## src/rtl/vga_sprite_engine_pkg.sv

```systemverilog
// vga_sprite_pkg: shared types and constants for the sprite engine.
//   state_t     - update FSM states
//   OBJ_COLOUR  - fixed 24-bit colour per sprite index (RGB, 8 bits each)
//   ORG_*/STEP_* - reset origin and per-index spacing of the sprites
//   axis_step   - one-axis move with edge bounce, returns {dir, pos}
package vga_sprite_pkg;

  typedef enum logic [1:0] {S_IDLE, S_UPDATE, S_DONE} state_t;

  localparam logic [23:0] OBJ_COLOUR [0:5] = '{
    24'hFFFFFF, 24'h0000FF, 24'hFF0000, 24'h00FF00, 24'hFFFF00, 24'h00FFFF
  };

  localparam int ORG_X  = 40;
  localparam int STEP_X = 80;
  localparam int ORG_Y  = 40;
  localparam int STEP_Y = 60;

  // Moves pos by spd toward dir (1 = increasing) and clamps into 0..lim,
  // flipping the direction on contact. 11-bit sums so pos+spd never wraps.
  function automatic logic [10:0] axis_step(input logic [9:0]  pos,
                                            input logic        dir,
                                            input logic [10:0] spd,
                                            input logic [10:0] lim);
    logic [10:0] p;
    p = {1'b0, pos};
    if (dir) begin
      if (p + spd >= lim) return {1'b0, lim[9:0]};
      else                return {1'b1, p[9:0] + spd[9:0]};
    end else begin
      if (p <= spd) return {1'b1, 10'd0};
      else          return {1'b0, p[9:0] - spd[9:0]};
    end
  endfunction

endpackage

```

## src/rtl/vga_sprite_engine_sprite_hit.sv

```systemverilog
// sprite_hit: combinational coverage test of one square sprite.
//   obj_x_i/obj_y_i  sprite top-left corner
//   pix_x_i/pix_y_i  current pixel coordinate
//   en_i             draw enable for this sprite
//   hit_o            1 when the pixel lies inside the sprite and en_i=1
module sprite_hit #(
  parameter int OBJ_SIZE = 40
) (
  input  logic [9:0] obj_x_i,
  input  logic [9:0] obj_y_i,
  input  logic [9:0] pix_x_i,
  input  logic [9:0] pix_y_i,
  input  logic       en_i,
  output logic       hit_o
);

  logic [10:0] x_end, y_end;

  assign x_end = {1'b0, obj_x_i} + 11'(OBJ_SIZE);
  assign y_end = {1'b0, obj_y_i} + 11'(OBJ_SIZE);

  assign hit_o = en_i &&
                 (pix_x_i >= obj_x_i) && ({1'b0, pix_x_i} < x_end) &&
                 (pix_y_i >= obj_y_i) && ({1'b0, pix_y_i} < y_end);

endmodule

```

## src/rtl/vga_sprite_engine.sv

```systemverilog
// vga_sprite_engine: bouncing-square sprite renderer for the VGA controller.
//   CLOCK_50_I, resetn        clock, async active-low reset
//   enable                    pixel strobe; colour register loads when 1
//   pixel_X_pos/pixel_Y_pos   current coordinate from VGA_controller
//   vga_vsync_n               frame boundary; falling edge triggers motion
//   obj_enable[NUM_OBJ]       per-sprite draw enable
//   pause                     freezes motion (rendering unaffected)
//   VGA_red/green/blue        registered pixel colour
//   update_busy               high while the update FSM is not idle
module vga_sprite_engine
  import vga_sprite_pkg::*;
#(
  parameter int NUM_OBJ  = 4,
  parameter int OBJ_SIZE = 40,
  parameter int SPEED    = 2,
  parameter int H_RES    = 640,
  parameter int V_RES    = 480
) (
  input  logic               CLOCK_50_I,
  input  logic               resetn,
  input  logic               enable,
  input  logic [9:0]         pixel_X_pos,
  input  logic [9:0]         pixel_Y_pos,
  input  logic               vga_vsync_n,
  input  logic [NUM_OBJ-1:0] obj_enable,
  input  logic               pause,
  output logic [7:0]         VGA_red,
  output logic [7:0]         VGA_green,
  output logic [7:0]         VGA_blue,
  output logic               update_busy
);

  localparam logic [10:0] XM  = 11'(H_RES - OBJ_SIZE);
  localparam logic [10:0] YM  = 11'(V_RES - OBJ_SIZE);
  localparam logic [10:0] SPD = 11'(SPEED);

  state_t                   state_q, state_d;
  logic [2:0]               idx_q, idx_d;
  logic                     vsync_q, tick, upd_en;
  logic [NUM_OBJ-1:0][9:0]  x_q, x_d, y_q, y_d;
  logic [NUM_OBJ-1:0]       dx_q, dx_d, dy_q, dy_d;
  logic [NUM_OBJ-1:0]       hit;
  logic [23:0]              colour_q, colour_d;

  // Falling edge of VSYNC: previous sample high, live input low.
  assign tick = vsync_q & ~vga_vsync_n;

  always_comb begin
    state_d = state_q;
    idx_d   = idx_q;
    upd_en  = 1'b0;
    unique case (state_q)
      S_IDLE: if (tick && !pause) begin
        idx_d   = 3'd0;
        state_d = S_UPDATE;
      end
      S_UPDATE: begin
        upd_en = 1'b1;
        idx_d  = idx_q + 3'd1;
        if (idx_q == 3'(NUM_OBJ - 1)) state_d = S_DONE;
      end
      S_DONE:  state_d = S_IDLE;
      default: state_d = S_IDLE;
    endcase
  end

  // Only the sprite selected by idx moves on a given update cycle.
  always_comb begin
    x_d  = x_q;
    y_d  = y_q;
    dx_d = dx_q;
    dy_d = dy_q;
    if (upd_en) begin
      for (int i = 0; i < NUM_OBJ; i++) begin
        if (idx_q == 3'(i)) begin
          {dx_d[i], x_d[i]} = axis_step(x_q[i], dx_q[i], SPD, XM);
          {dy_d[i], y_d[i]} = axis_step(y_q[i], dy_q[i], SPD, YM);
        end
      end
    end
  end

  // Lowest index wins: scan high to low so lower indices overwrite.
  always_comb begin
    colour_d = 24'h000000;
    for (int i = NUM_OBJ - 1; i >= 0; i--) begin
      if (hit[i]) colour_d = OBJ_COLOUR[i];
    end
  end

  always_ff @(posedge CLOCK_50_I or negedge resetn) begin
    if (!resetn) begin
      state_q  <= S_IDLE;
      idx_q    <= 3'd0;
      vsync_q  <= 1'b1;
      colour_q <= 24'h000000;
      for (int i = 0; i < NUM_OBJ; i++) begin
        x_q[i]  <= 10'(ORG_X + STEP_X * i);
        y_q[i]  <= 10'(ORG_Y + STEP_Y * i);
        dx_q[i] <= 1'((i + 1) % 2);
        dy_q[i] <= 1'b1;
      end
    end else begin
      state_q <= state_d;
      idx_q   <= idx_d;
      vsync_q <= vga_vsync_n;
      x_q     <= x_d;
      y_q     <= y_d;
      dx_q    <= dx_d;
      dy_q    <= dy_d;
      if (enable) colour_q <= colour_d;
    end
  end

  for (genvar g = 0; g < NUM_OBJ; g++) begin : g_hit
    sprite_hit #(.OBJ_SIZE(OBJ_SIZE)) u_hit (
      .obj_x_i (x_q[g]),
      .obj_y_i (y_q[g]),
      .pix_x_i (pixel_X_pos),
      .pix_y_i (pixel_Y_pos),
      .en_i    (obj_enable[g]),
      .hit_o   (hit[g])
    );
  end

  assign update_busy = (state_q != S_IDLE);
  assign VGA_red     = colour_q[23:16];
  assign VGA_green   = colour_q[15:8];
  assign VGA_blue    = colour_q[7:0];

endmodule
```

## config.mk

```make
export PLATFORM = sky130hd
export DESIGN_NAME = vga_sprite_engine
export DESIGN_NICKNAME = d
export VERILOG_FILES = /design/src/rtl/vga_sprite_engine_pkg.sv /design/src/rtl/vga_sprite_engine_sprite_hit.sv /design/src/rtl/vga_sprite_engine.sv
export SDC_FILE = /design/constraint.sdc
export NUM_CORES = 1
export LEC_CHECK = 0
export BUFFER_PORTS_ARGS = -buffer_cell sky130_fd_sc_hd__buf_4
export CAP_MARGIN = 15
export CORE_MARGIN = 10
export CORE_UTILIZATION = 30
export DETAILED_ROUTE_END_ITERATION = 10
export HOLD_SLACK_MARGIN = 0.08
export PLACE_DENSITY_LB_ADDON = 0.3
export SYNTH_ARGS = -nofsm -noshare
export SYNTH_HDL_FRONTEND = slang
export SYNTH_SLANG_ARGS = --single-unit
export TNS_END_PERCENT = 50
```

## constraint.sdc

```tcl
create_clock -name CLOCK_50_I -period 4.6 [get_ports CLOCK_50_I]
set_input_delay 0.46 -clock CLOCK_50_I [delete_from_list [all_inputs] [get_ports CLOCK_50_I]]
set_output_delay 0.46 -clock CLOCK_50_I [all_outputs]
set_load 0.05 [all_outputs]
```

# Yosys cells after proc, flatten, opt, wreduce, memory -nomap -nowiden
# Cells that the tools add are included.
[classes]
order_cmp = 32
reduce_logical = 28
n_mux = 34
n_bitwise = 2
n_eq_ne = 6
add_sub_neg = 33
[op_table]
columns = ["cell", "count"]
rows = [
  ["$mux W11", 24],
  ["$add A10 B2 Y11 const B", 8],
  ["$add A10 B6 Y11 const B", 8],
  ["$lt A10 B11 Y1", 8],
  ["$add A10 B2 Y10 const B", 8],
  ["$ge A10 B10 Y1", 8],
  ["$le A10 B2 Y1 const B", 8],
  ["$sub A10 B2 Y10 const B", 8],
  ["$mux W24", 3],
  ["$ge A11 B10 Y1 const B", 4],
  ["$ge A11 B9 Y1 const B", 4],
  ["$logic_and A1 B1 Y1", 17],
  ["$mux W16", 1],
  ["$reduce_and A2 Y1", 6],
  ["$eq A3 B2 Y1 const B", 2],
  ["$pmux W3 S2", 1],
  ["$mux W2", 2],
  ["$ne A2 B2 Y1 const B", 2],
  ["$pmux W2 S2", 1],
  ["$reduce_bool A2 Y1", 2],
  ["$add A3 B1 Y3 const B", 1],
  ["$eq A3 B1 Y1 const B", 1],
  ["$logic_not A3 Y1", 1],
  ["$mux W3", 1],
  ["6 further kinds", 6],
]
[totals]
reg_bits = 118
elab_cells = 155
out_inout_bits = 25
input_bits = 29

# Depth between registers and ports, before layout
[depth]
word_depth = 9
ltp_mapped = 12
depth_no_buf = 11

# Modules after synthesis
# From an unflattened synthesis, not the netlist that was laid out.
[unflattened]
cells_unflattened = 1572
area_unflattened_um2 = 11908.9
[by_module_without_submodules]
columns = ["mod", "area_per_inst_um2", "cells_each", "n_inst", "seq_area_each_um2"]
rows = [
  ["vga_sprite_engine", 7815.0, 1027, 1, 2265.9],
  ["sprite_hit (g_hit[1].u_hit ...)", 1026.0, 139, 3, 0.0],
  ["sprite_hit (g_hit[0].u_hit)", 1016.0, 128, 1, 0.0],
]

# Least setup slack after synthesis
# OpenSTA, ideal clock, no wires.
[synth_timing]
path_type = "reg-to-reg"
from = "reg y_q[16] (netlist bit)"
to = "reg colour_q[15]"
setup_slack_ns = 2.003
t_arrival_ns = 2.466
setup_time_ns = 0.132
required_time_ns = 4.468
stages_incl_launch_ff = 13
synth_period_minus_slack_ns = 2.597
n_path_buf = 1
cell_sequence = "dfstp_2 -> clkbuf_1 -> inv_1 -> nor3_1 -> xnor2_1 -> ha_1 -> or4_1 -> a21oi_1 -> o21ai_0 -> o221ai_1 -> nand4bb_1 -> nand2_1 -> o22ai_1"
[synth_via]
elab_chain_len = 5
word_cells_on_any_way = 7
classes_between = "add/sub (1); order compare (2); mux (2); reduce/logical (2)"
[synth_rtl]
columns = ["item", "line_no", "source"]
rows = [
  ["from (decl)", "vga_sprite_engine.sv:40", "logic [NUM_OBJ-1:0][9:0] x_q, x_d, y_q, y_d;"],
  ["from (signal, indexed assignment)", "vga_sprite_engine.sv:99", "y_q[i] <= 10'(ORG_Y + STEP_Y * i);"],
  ["from (signal assigned)", "vga_sprite_engine.sv:108", "y_q <= y_d;"],
  ["$add A10 B6 Y11 or $ge A10 B10 Y1 (tied branches)", "vga_sprite_engine_sprite_hit.sv:20, vga_sprite_engine_sprite_hit.sv:24", ""],
  ["$lt A10 B11 Y1 or $logic_and A1 B1 Y1 (tied branches)", "vga_sprite_engine_sprite_hit.sv:24, vga_sprite_engine_sprite_hit.sv:23", ""],
  ["$logic_and A1 B1 Y1 (*)", "vga_sprite_engine_sprite_hit.sv:24", "(pix_y_i >= obj_y_i) && ({1'b0, pix_y_i} < y_end);"],
  ["$mux W24 (*) (2 in series)", "vga_sprite_engine.sv:87", "if (hit[i]) colour_d = OBJ_COLOUR[i];"],
  ["to (signal assigned)", "vga_sprite_engine.sv:111", "if (enable) colour_q <= colour_d;"],
  ["to (decl)", "vga_sprite_engine.sv:43", "logic [23:0] colour_q, colour_d;"],
]
# Mark *: on every way between the ends. The rest lies on a longest branch, timed or not.
# A chain may end at the register's enable or synchronous reset.

# Worst setup path in the final report
[layout_timing]
from = "reg x_q[23] (netlist bit)"
to = "reg colour_q[15]"
[layout_via]
elab_chain_len = 8
word_cells_on_any_way = 10
classes_between = "add/sub (1); order compare (2); mux (3); reduce/logical (4)"
[layout_rtl]
columns = ["item", "line_no", "source"]
rows = [
  ["from (decl)", "vga_sprite_engine.sv:40", ""],
  ["from (signal, indexed assignment)", "vga_sprite_engine.sv:98", "x_q[i] <= 10'(ORG_X + STEP_X * i);"],
  ["$add A10 B6 Y11 or $ge A10 B10 Y1 (tied branches)", "vga_sprite_engine_sprite_hit.sv:19, vga_sprite_engine_sprite_hit.sv:23", ""],
  ["$lt A10 B11 Y1 or $logic_and A1 B1 Y1 (tied branches)", "vga_sprite_engine_sprite_hit.sv:23, vga_sprite_engine_sprite_hit.sv:22", ""],
  ["$logic_and A1 B1 Y1 (*) (2 in series)", "vga_sprite_engine_sprite_hit.sv:23", "(pix_x_i >= obj_x_i) && ({1'b0, pix_x_i} < x_end) &&"],
  ["$logic_and A1 B1 Y1 (*)", "vga_sprite_engine_sprite_hit.sv:24", ""],
  ["$mux W24 (*) (3 in series)", "vga_sprite_engine.sv:87", ""],
]
# Marked as above.

==> results.json <==
{
  "outcome": "finished, final reports clean",
  "fin_skew_ps": 11.2,
  "grt_overflow": 0,
  "cp.required_ps": 4840,
  "reg2reg_depth": 10,
  "setup_ws_ps": 1570,
  "finalCriticalPeriod_ps": 3030,
  "ff_latch_area_um2": 2270,
  "fmax_mhz": 330,
  "cap_violations": 0,
  "cts_tree": "built",
  "dieArea_um2": 45500,
  "drt_wl_total_um": 31800,
  "gp_congestion": 0.863,
  "cp-endpoint": "colour_q[15]",
  "synth_edf_count": 0,
  "power_mw": 7.45,
  "synth_top_family_by_area": "compound AO/OA/AOI/OAI gates",
  "synth-async-reset-ratio": 1.00,
  "avgSynthCellArea_um2": 7.72,
  "numCtsBuffers": 9,
  "period_share": 0.660,
  "layout.nets": 1624,
  "num-fill-cells": 3901,
  "rr_endpoint": "colour_q[15]",
  "grt_pass1_vias": 10200,
  "area_growth_syn_to_layout_pct": 7.28,
  "dpl_worst_slack_ps": 1620,
  "synthMuxAreaShare": 0.00446,
  "cts-root-buf": "clkbuf_16",
  "firstDrtPassIters": 5,
  "cts_hold_buf": 0,
  "synthFlopType": "dfrtp_1",
  "die_h_um": 213,
  "grtUsageMet2": 0.228,
  "ios": 54,
  "multi_input_area_um2": 8080,
  "synth-compound-area-share": 0.289,
  "antenna_found_initial": 0,
  "antenna_left": 0,
  "p_leak_nw": 4.88,
  "hold_viol": 0,
  "synthAdderAreaFrac": 0.194,
  "rsz0062_at_grt": "false",
  "vias_per_cell": 5.59,
  "power_frac_seq": 0.268,
  "ctsLongestPathBuffers": 2,
  "synthDistinctLibCells": 85,
  "netlist_area_um2": 11200,
  "final.setup.tns_ps": 0,
  "diodes": 0,
  "synth_top_area_share": 0.193,
  "syn_nets": 1655,
  "cts_resized": 0,
  "synth_top_area_cell": "ha_1",
  "grt_max_degree": 54,
  "layout.cells.non_filler": 1895,
  "ys_top_cells_by_area": "ha_1 19%, dfrtp_1 13%, dfstp_2 7.3%",
  "startpoint": "x_q[23]",
  "slew_headroom": 0.302,
  "clkSinkCount": 89,
  "busiest_layer": "met2",
  "placed_cells": 1879,
  "synthSimpleGateAreaFrac": 0.191,
  "met1_usage": 0.187,
  "grt_use_met3": 0.0168,
  "crit_fanout": 11,
  "worst_pin_slew_ps": 1040,
  "ys_ff_latch": 89,
  "end_kind": "flop",
  "port_buffers": 51,
  "wl_per_cell_um": 16.8,
  "path_clk_slew_ps": 80,
  "clock_power_share": 0.103,
  "vias": 10600,
  "synth-warning-count": 0,
  "post_cts_buffers": 0,
  "synth_cells": 1453,
  "grt_pass1_wl_um": 52600,
  "crit_arrival_ps": 3280,
  "rows": 70,
  "core_um2": 36800,
  "worstSetupPathType": "reg -> reg",
  "drive_above_1_share": 0.0911,
  "power.net_switching_mw": 3.99,
  "hpwl_um": 23900,
  "cts_htree_levels": 3,
  "vdd_ir_drop_max_mv": 0.219,
  "slew_violations": 0,
  "startpoint_type": "flop",
  "track_usage": 0.140,
  "p_int_mw": 3.46,
  "setup_viol": 0,
  "combPwrFrac": 0.629,
  "worstSkewPairLatency_ps": 360,
  "r2r_slack_ps": 1570,
  "die_x_um": 213,
  "drc": 0,
  "timing.rr.start": "x_q[23]",
  "hold_ws_ps": 176,
  "synthXorXnorAreaFrac": 0.0422,
  "p_per_area_nw_per_um2": 619,
  "worst_hold_path_type": "in -> async",
  "initial_utilization": 0.305,
  "ys_seq_area_frac": 0.202,
  "switching_share": 0.536,
  "drt-initial-drc-count": 761
}
synthesized netlist by cell type (19+ instances only):
| master | number |
|---|---|
| nand2_1 | 110 |
| ha_1 | 173 |
| inv_1 | 103 |
| nor2_1 | 96 |
| clkbuf_1 | 59 |
| or3_1 | 19 |
| dfstp_2 | 31 |
| o21ai_0 | 143 |
| o211ai_1 | 21 |
| a31oi_1 | 27 |
| a21oi_1 | 123 |
| dfrtp_1 | 58 |
| buf_4 | 22 |
| nand3_1 | 47 |
| nor3_1 | 46 |
| xnor2_1 | 45 |
worst min path at each step:
stage / slack, ps / endpoint / start
6_report: 180 / x_q[31] / resetn
5_1_grt: 190 / vsync_q / vga_vsync_n
4_1_cts: 200 / x_q[31] / resetn
3_5_place_dp: 510 / idx_q[2] / idx_q[2]
3_3_place_gp: 500 / idx_q[2] / idx_q[2]
2_1_floorplan: 160 / colour_q[15] / resetn
logic make-up (layout without fill, tap and decap cells):
| logic type | Yosys count | after routing |
|---|---|---|
| and+or+nand+nor | 430 | 430 |
| adders and majority gates | 174 | 174 |
| DFF | 89 | 89 |
| muxes | 5 | 5 |
| xor gates and xnor gates | 54 | 54 |
| buffers and inverters | 203 | 177 |
| AOI/OAI and AO/OA | 498 | 498 |
stage by stage:
step	cell area, um^2	util
floorplan	11200	-
detailed placement	11700	0.319
global route	12000	0.327
CTS	12000	0.327
global placement	11700	0.319
finish	12000	0.327
critical path, stage by stage (launching register included):
cell and delay [ps]:
dfstp_2 640, inv_1 150, ha_1 310, inv_1 40
ha_1 260, o211a_1 210, a221oi_1 410, o2111a_1 310
nand4b_1 180, o2111ai_1 260, o22ai_1 140
state kept, by name (all words and copies together), names as in the netlist:
register and flops:
dx_q 4, colour_q 3, idx_q 3, dy_q 4
state_q 2, y_q 36, vsync_q 1, x_q 36
cell usage in the layout (no fill, tap or decap), drive strengths merged, types with 11 or more instances in the layout:
cell,n
and3,18
ha,173
inv,105
o22ai,11
and2,13
o31ai,16
dfstp,31
nor3,46
a21oi,123
nor4,15
a31oi,28
o211ai,21
nand4,12
nand3,47
o21ai,145
buf,54
a211oi,15
nor2,96
or3,20
xnor2,45
dfrtp,58
nand2,110
layout make-up:
cell class / instances / area share
Multi-Input combinational cell: 1161 / 0.672
Sequential cell: 89 / 0.188
Tap cell: 468 / 0.0487
Timing Repair Buffer: 54 / 0.0337
Inverter: 107 / 0.0334
Clock buffer: 10 / 0.0199
Clock inverter: 6 / 0.00426
power groups by stage:
| stage | Clock (mW) | Combinational [mW] | Sequential, mW |
|---|---|---|---|
| 4_1_cts | 0.795 | 4.69 | 1.98 |
| 2_1_floorplan | 0 | 4.02 | 1.49 |
| 3_5_place_dp | 0 | 4.66 | 1.99 |
| 3_3_place_gp | 0 | 4.57 | 1.98 |
| 6_report | 0.768 | 4.68 | 1.99 |
| 5_1_grt | 0.828 | 5.36 | 2.10 |
per-layer routing:
| metal | up-vias | part of all wire |
|---|---|---|
| li1 | 5323 | - |
| met5 | - | 0 |
| met3 | 33 | 0.041 |
| met4 | 0 | 0.024 |
| met2 | 220 | 0.46 |
| met1 | 5026 | 0.48 |
Note: power is estimated with default switching activity, not from simulation.
